--- src/rtl/debug_hex_display.sv ---
// Purpose: selects one of NUM_CH debug channels (manual or auto-rotate, with freeze) and drives DIGITS active-low 7-seg digits.
// Latency: ch_data -> hex_out 2 cycles, sel -> hex_out 3 cycles; optional leading-zero blanking (DEBUG_HEX_LZ_BLANK_EN) adds none.
// Backpressure: none; free-running display path, freeze holds the displayed value and pauses rotation.
module debug_hex_display #(
    parameter int NUM_CH       = 8,
    parameter int DATA_W       = 16,
    parameter int DWELL_CYCLES = 50000000,
    localparam int DIGITS      = DATA_W / 4,
    localparam int CH_W        = (NUM_CH > 1) ? $clog2(NUM_CH) : 1,
    localparam int CNT_W       = (DWELL_CYCLES > 1) ? $clog2(DWELL_CYCLES) : 1
) (
    input  logic                       clock,
    input  logic                       reset,
    input  logic [NUM_CH*DATA_W-1:0]   ch_data,
    input  logic [CH_W-1:0]            sel,
    input  logic                       auto_en,
    input  logic                       freeze,
    output logic [DIGITS*7-1:0]        hex_out,
    output logic [CH_W-1:0]            cur_ch,
    output logic                       held
);

    localparam logic [CH_W:0]    NUM_CH_V  = (CH_W+1)'(NUM_CH);
    localparam logic [CH_W-1:0]  LAST_CH   = CH_W'(NUM_CH - 1);
    localparam logic [CNT_W-1:0] DWELL_MAX = CNT_W'(DWELL_CYCLES - 1);

    logic [CNT_W-1:0]     dwell_cnt;
    logic [DATA_W-1:0]    disp_q;
    logic                 freeze_q;
    logic                 freeze_rise;
    logic [DIGITS*7-1:0]  hex_nxt;

    assign freeze_rise = freeze & ~freeze_q;

    // Active-low hex glyphs, segment a in bit 0.
    function automatic logic [6:0] seg7(input logic [3:0] n);
        case (n)
            4'h0: seg7 = 7'h40;
            4'h1: seg7 = 7'h79;
            4'h2: seg7 = 7'h24;
            4'h3: seg7 = 7'h30;
            4'h4: seg7 = 7'h19;
            4'h5: seg7 = 7'h12;
            4'h6: seg7 = 7'h02;
            4'h7: seg7 = 7'h78;
            4'h8: seg7 = 7'h00;
            4'h9: seg7 = 7'h10;
            4'hA: seg7 = 7'h08;
            4'hB: seg7 = 7'h03;
            4'hC: seg7 = 7'h46;
            4'hD: seg7 = 7'h21;
            4'hE: seg7 = 7'h06;
            default: seg7 = 7'h0E;
        endcase
    endfunction

    // Freeze edge detect; each rising edge flips the hold state one cycle later.
    always_ff @(posedge clock or posedge reset) begin
        if (reset) begin
            freeze_q <= 1'b0;
            held     <= 1'b0;
        end else begin
            freeze_q <= freeze;
            held     <= held ^ freeze_rise;
        end
    end

    // Channel index: manual select or dwell-timed rotation; everything parks while held.
    always_ff @(posedge clock or posedge reset) begin
        if (reset) begin
            cur_ch    <= '0;
            dwell_cnt <= '0;
        end else if (!held) begin
            if (auto_en) begin
                if (dwell_cnt == DWELL_MAX) begin
                    dwell_cnt <= '0;
                    cur_ch    <= (cur_ch == LAST_CH) ? '0 : cur_ch + 1'b1;
                end else begin
                    dwell_cnt <= dwell_cnt + 1'b1;
                end
            end else begin
                dwell_cnt <= '0;
                cur_ch    <= ({1'b0, sel} < NUM_CH_V) ? sel : '0;
            end
        end
    end

    // Per-digit glyph selection, with optional blanking of leading zero digits.
    always_comb begin
        logic [3:0] nib;
`ifdef DEBUG_HEX_LZ_BLANK_EN
        logic lead;
        lead = 1'b1;
`endif
        hex_nxt = '0;
        nib     = '0;
        for (int d = DIGITS - 1; d >= 0; d--) begin
            nib = disp_q[d*4 +: 4];
`ifdef DEBUG_HEX_LZ_BLANK_EN
            if (lead && (nib == 4'h0) && (d != 0)) begin
                hex_nxt[d*7 +: 7] = 7'h7F;
            end else begin
                hex_nxt[d*7 +: 7] = seg7(nib);
                lead = 1'b0;
            end
`else
            hex_nxt[d*7 +: 7] = seg7(nib);
`endif
        end
    end

    // Display register captures the selected channel unless frozen; segments registered after it.
    always_ff @(posedge clock or posedge reset) begin
        if (reset) begin
            disp_q  <= '0;
            hex_out <= {DIGITS{7'h40}};
        end else begin
            if (!held) begin
                disp_q <= ch_data[cur_ch*DATA_W +: DATA_W];
            end
            hex_out <= hex_nxt;
        end
    end

endmodule

--- config.mk ---
export PLATFORM = sky130hd
export DESIGN_NAME = debug_hex_display
export DESIGN_NICKNAME = d
export VERILOG_FILES = /design/src/rtl/debug_hex_display.sv
export SDC_FILE = /design/constraint.sdc
export NUM_CORES = 1
export LEC_CHECK = 0
export ABC_AREA = 1
export CORE_UTILIZATION = 48
export DETAILED_ROUTE_END_ITERATION = 10
export GPL_ROUTABILITY_DRIVEN = 0
export MAX_ROUTING_LAYER = met4
export PLACE_DENSITY = 0.93
export SYNTH_ARGS = -nofsm -noshare
export SYNTH_HDL_FRONTEND = slang
export SYNTH_SLANG_ARGS = --single-unit
--- constraint.sdc ---
create_clock -name clock -period 3.35 [get_ports clock]
set_clock_uncertainty 0.15 [all_clocks]
set_input_delay 0.67 -clock clock [delete_from_list [all_inputs] [get_ports clock]]
set_output_delay 0.67 -clock clock [all_outputs]
set_load 0.05 [all_outputs]
Word-level counts from Yosys, hierarchy flattened
Memory sizes are Yosys's and may differ from the RTL's. A register that Yosys moved wholly into a read port is not among the register bits.
Index checks and enable logic that the tools add are counted.
- bits in writable memories: 0
- ROM bits: 448
- word-level logic and storage cells: 25
- input port bits: 135
- output and inout bits: 32
- latch bits: 0
- memories: 4
- flip-flop bits (word level): 47
- eq/ne operators: 3
- div/mod/pow operators: 0
- reductions and logical operators: 1
- $lt $le $gt $ge: 0
- multiplexer cells: 5
- add/sub/neg operators: 2
- $mul: 0
- shifts and indexed selects: 1
- bitwise gates (word level): 4
- memories (memory ; depth ; bits a word ; read ports ; clocked after Yosys merged registers in ; write ports ; RTL line ; source):
    (name not given) ; 16 ; 7 ; 1 ; 1 ; 0 ; 37 ; case (n)
    (name not given) ; 16 ; 7 ; 1 ; 1 ; 0 ; 37 ;
    (name not given) ; 16 ; 7 ; 1 ; 1 ; 0 ; 37 ;
    (name not given) ; 16 ; 7 ; 1 ; 1 ; 0 ; 37 ;
- operator list (cell ; count):
    indexed part select 128 x 8 -> 16 bit ; 1
    two-way mux 26 bit ; 2
    adder 26 x 1 -> 26 bit (second input constant) ; 1
    equality test 26 bit (second input constant) ; 1
    two-way mux 3 bit ; 3
    adder 3 x 1 -> 3 bit (second input constant) ; 1
    equality test 3 bit (second input constant) ; 1
    inequality test 2 x 1 -> 1 bit (second input constant) ; 1
    NOT 1 bit ; 2
    AND reduction 2 bit ; 1
    AND 1 bit ; 1
    bitwise XOR 1 bit ; 1

Depth between registers and ports, before layout
- word-level depth: 4
- gate-level depth with buffers: 11
- mapped depth without buffers: 10

Worst setup path after synthesis
No wires, ideal clock.
- kind: reg2reg
- start: register held
- end: register dwell_cnt[15]
- setup time: 0.071 ns
- required time: 3.129 ns
- path buffers: 1
- period minus slack after synthesis: 1.829 ns
- stages on the path, launching flop included: 11
- setup slack: 1.521 ns
- arrival: 1.608 ns
- cells stage by stage: dfrtp_1 buf_2 inv_2 nand2_1 nor2_4 nand2_1 nor2_2 nand3_1 nand2_1 nand2_1 nor2_1
- RTL lines (what ; RTL line ; source):
    start, declared ; 20 ; output logic held
    start signal, assigned ; 64 ; held <= held ^ freeze_rise;
    end signal, assigned ; 79 ; dwell_cnt <= dwell_cnt + 1'b1;
    end, declared ; 27 ; logic [CNT_W-1:0] dwell_cnt;

Worst setup path in the final report
- start: register cur_ch[2]
- end: output cur_ch[2]
- RTL lines (what ; RTL line ; source):
    start, declared ; 19 ; output logic [CH_W-1:0] cur_ch,
    start signal, assigned ; 77 ; cur_ch <= (cur_ch == LAST_CH) ? '0 : cur_ch + 1'b1;
    start signal, assigned ; 83 ; cur_ch <= ({1'b0, sel} < NUM_CH_V) ? sel : '0;
No word-level cell between the ends.

==> results.cfg <==
[setup_path]
crit_fanout = 20
crit_required_ps = 2530
cpMaxStageDelayCell = clkdlybuf4s50_1
critPathBufInv = 2
r2r-end = dwell_cnt[21]
r2r_setup_slack_ps = 1320
worstPathArrival_ps = 1830
critical_path_depth = 2
critPathTopFamily = buffers and inverters
worstRegToRegCells = 9
worstPathCellList = buf_4 > clkdlybuf4s50_1
cpPeakStageDelay_ps = 860
startpoint_type = flop
crit_type = flop to primary output
timing.rr.start = held
critPathCaptureType = primary output

[routing]
drtAntennaViolNets = 0
firstDrtPassIters = 6
wl_mm = 15.8
num_vias = 5596
wl_per_cell_um = 15.0
drt-initial-drc-count = 428
avgViaCountPerCell = 5.33
drcViolationCount = 0

[cts]
root_buffer = clkbuf_8
cts_made_buffers = 9
cts_tree = yes
htreeDepth = 3
ctsResizeCount = 0
postCtsSetupBuffers = 0
cts_buffer_depth = 2
path_clk_slew_ps = 80
clock_latency_ps = 360
hold_buffers = 0
clkSinkCount = 75

[die]
dieArea_sq_um = 11400
fp.dieH_um = 107
rows = 37
die_x_um = 107
initial_core_util_pct = 50.3
io_pins = 167
core_sq_um = 10500

[yosys]
synthesis.area_sq_um = 5260
avgSynthCellArea_sq_um = 6.92
synth_warnings = 0
yosysUniqueCellTypes = 31
synthCells = 760
synth_seq_cells = 75
synth-seq-area-share_pct = 35.8
syn_nets = 922

[placement]
dp_hpwl_mm = 11.8
numPortBuffers = 166
dp.cells = 1033

[timing]
layout_min_cycle_time_ps = 2650
rsz0062_at_grt = no
drv_slew = 0
setup-tns-final_ps = 0
hold_viol_final = 0
finalSetupViolations = 0
slew_headroom_pct = 55.0
min_period_over_period_pct = 79.0
worst_pin_slew_ps = 675
fmax_ghz = 0.378

[layout]
final_common_cell = clkdlybuf4s50_1
fillCellCount = 832
fin_cells = 1049
fin_nets = 1070
layout_common_cells = 166 x clkdlybuf4s50_1, 164 x nand2_1, 116 x inv_1, 73 x nand3_1
diodes = 0
layout-drive-gt1-share_pct = 4.27
syn_to_final_growth_pct = 37.0

[power_and_ir_drop]
peakVddDrop_v = 0.000620
p_leak_nw = 3.32
p_per_area_nw_per_um2 = 786

[global_routing]
grt_pass1_wl_mm = 25.4
antenna_found_initial = 0
grt_max_degree = 80
grtUsageTotal_pct = 29.5
grt_overflow = 0
grt_pass1_vias = 5352

[run_status]
status = complete, no violations

[min_path]
min_to = hex_out[13]
hold_class = flop to flop
hold_depth = 1
worstHoldStart = disp_q[7]

[flow_run]
max_cap_viol_count = 0
how the worst max path moves through the flow:
stage / start / endpoint / slack [ps]
6_report: cur_ch[2] / cur_ch[2] / 700
5_1_grt: cur_ch[2] / cur_ch[2] / 660
4_1_cts: cur_ch[2] / cur_ch[2] / 710
3_5_place_dp: cur_ch[2] / cur_ch[2] / 1110
3_3_place_gp: cur_ch[2] / cur_ch[2] / 1110
2_1_floorplan: reset / cur_ch[0] / 630
sequential cells by signal, indices dropped and copies added, names as in the netlist:
name       flops
hex_out       28
dwell_cnt     26
disp_q        16
cur_ch         3
freeze_q       1
held           1
worst reg2reg max path, cell delays in order, from the launching register on:
cell and delay [ps]:
dfrtp_1 500, inv_2 280, nand2_1 190, nor2_4 160
nand2_1 140, nor2_2 240, nand2_1 110, nand2_1 70
nand2_1 50, nor2_1 80
where the power goes:
part / switching, W / leakage [nW] / internal [W]
clock network: 0.000354 / 0.113 / 0.000418
logic: 0.00226 / 2.26 / 0.00114
registers: 0.000251 / 0.951 / 0.00124
total: 0.00286 / 3.32 / 0.00280
cells in the mapped netlist, drive strengths merged:
library cell / instances / share of area, %
ha: 27 / 6.4
a21oi: 52 / 4.9
o22ai: 1 / 0.12
o21ai: 64 / 6.1
clkbuf: 19 / 1.4
inv: 119 / 8.6
nand4: 9 / 1.1
nor3: 4 / 0.38
nand3: 73 / 6.9
nor2: 72 / 5.5
dfrtp: 71 / 34
a31oi: 1 / 0.12
o31ai: 3 / 0.43
xor2: 10 / 1.7
buf: 18 / 1.8
clkinv: 2 / 0.14
a32oi: 2 / 0.33
o211ai: 34 / 4.9
nand3b: 3 / 0.43
xnor2: 3 / 0.50
dfstp: 4 / 2.0
nand2: 167 / 12
a32o: 2 / 0.38
metal layers:
| layer | up-vias | global-route usage (%) | wire length, um |
|---|---|---|---|
| li1 | 2748 | - | - |
| met3 | 56 | 5.59 | 984 |
| met4 | 0 | 14.0 | 613 |
| met5 | - | - | 0 |
| met1 | 2554 | 35.1 | 6550 |
| met2 | 238 | 48.2 | 7600 |
stage by stage:
step	utilization (%)	instance area (sq um)	power [W]	setup WS (ps)	hold WS, ps
global route	68.9	7210	0.00608	656	330
global placement	66.8	6990	0.00476	1110	298
finish	68.9	7210	0.00566	705	336
detailed placement	66.8	6990	0.00485	1110	318
CTS	68.9	7210	0.00564	714	330
floorplan	-	5260	0.00382	627	256
final cells by class:
type	instances	area (sq um)	share of cell area [%]
Timing Repair Buffer	174	1720	23.9
Clock inverter	7	92.6	1.28
Clock buffer	9	124	1.72
Multi-Input combinational cell	527	2750	38.2
Tap cell	136	170	2.36
Sequential cell	75	1890	26.2
Inverter	121	459	6.37
logic make-up after synthesis:
family                     after synthesis  synth area share, %
xor gates and xnor gates                13                 2.17
and+or+nand+nor                        328                 26.5
adders and majority gates               27                 6.42
DFF                                     75                 35.8
AOI/OAI and AO/OA                      159                 17.3
buffers and inverters                  158                 11.9
(Power assumes the default switching activity.)
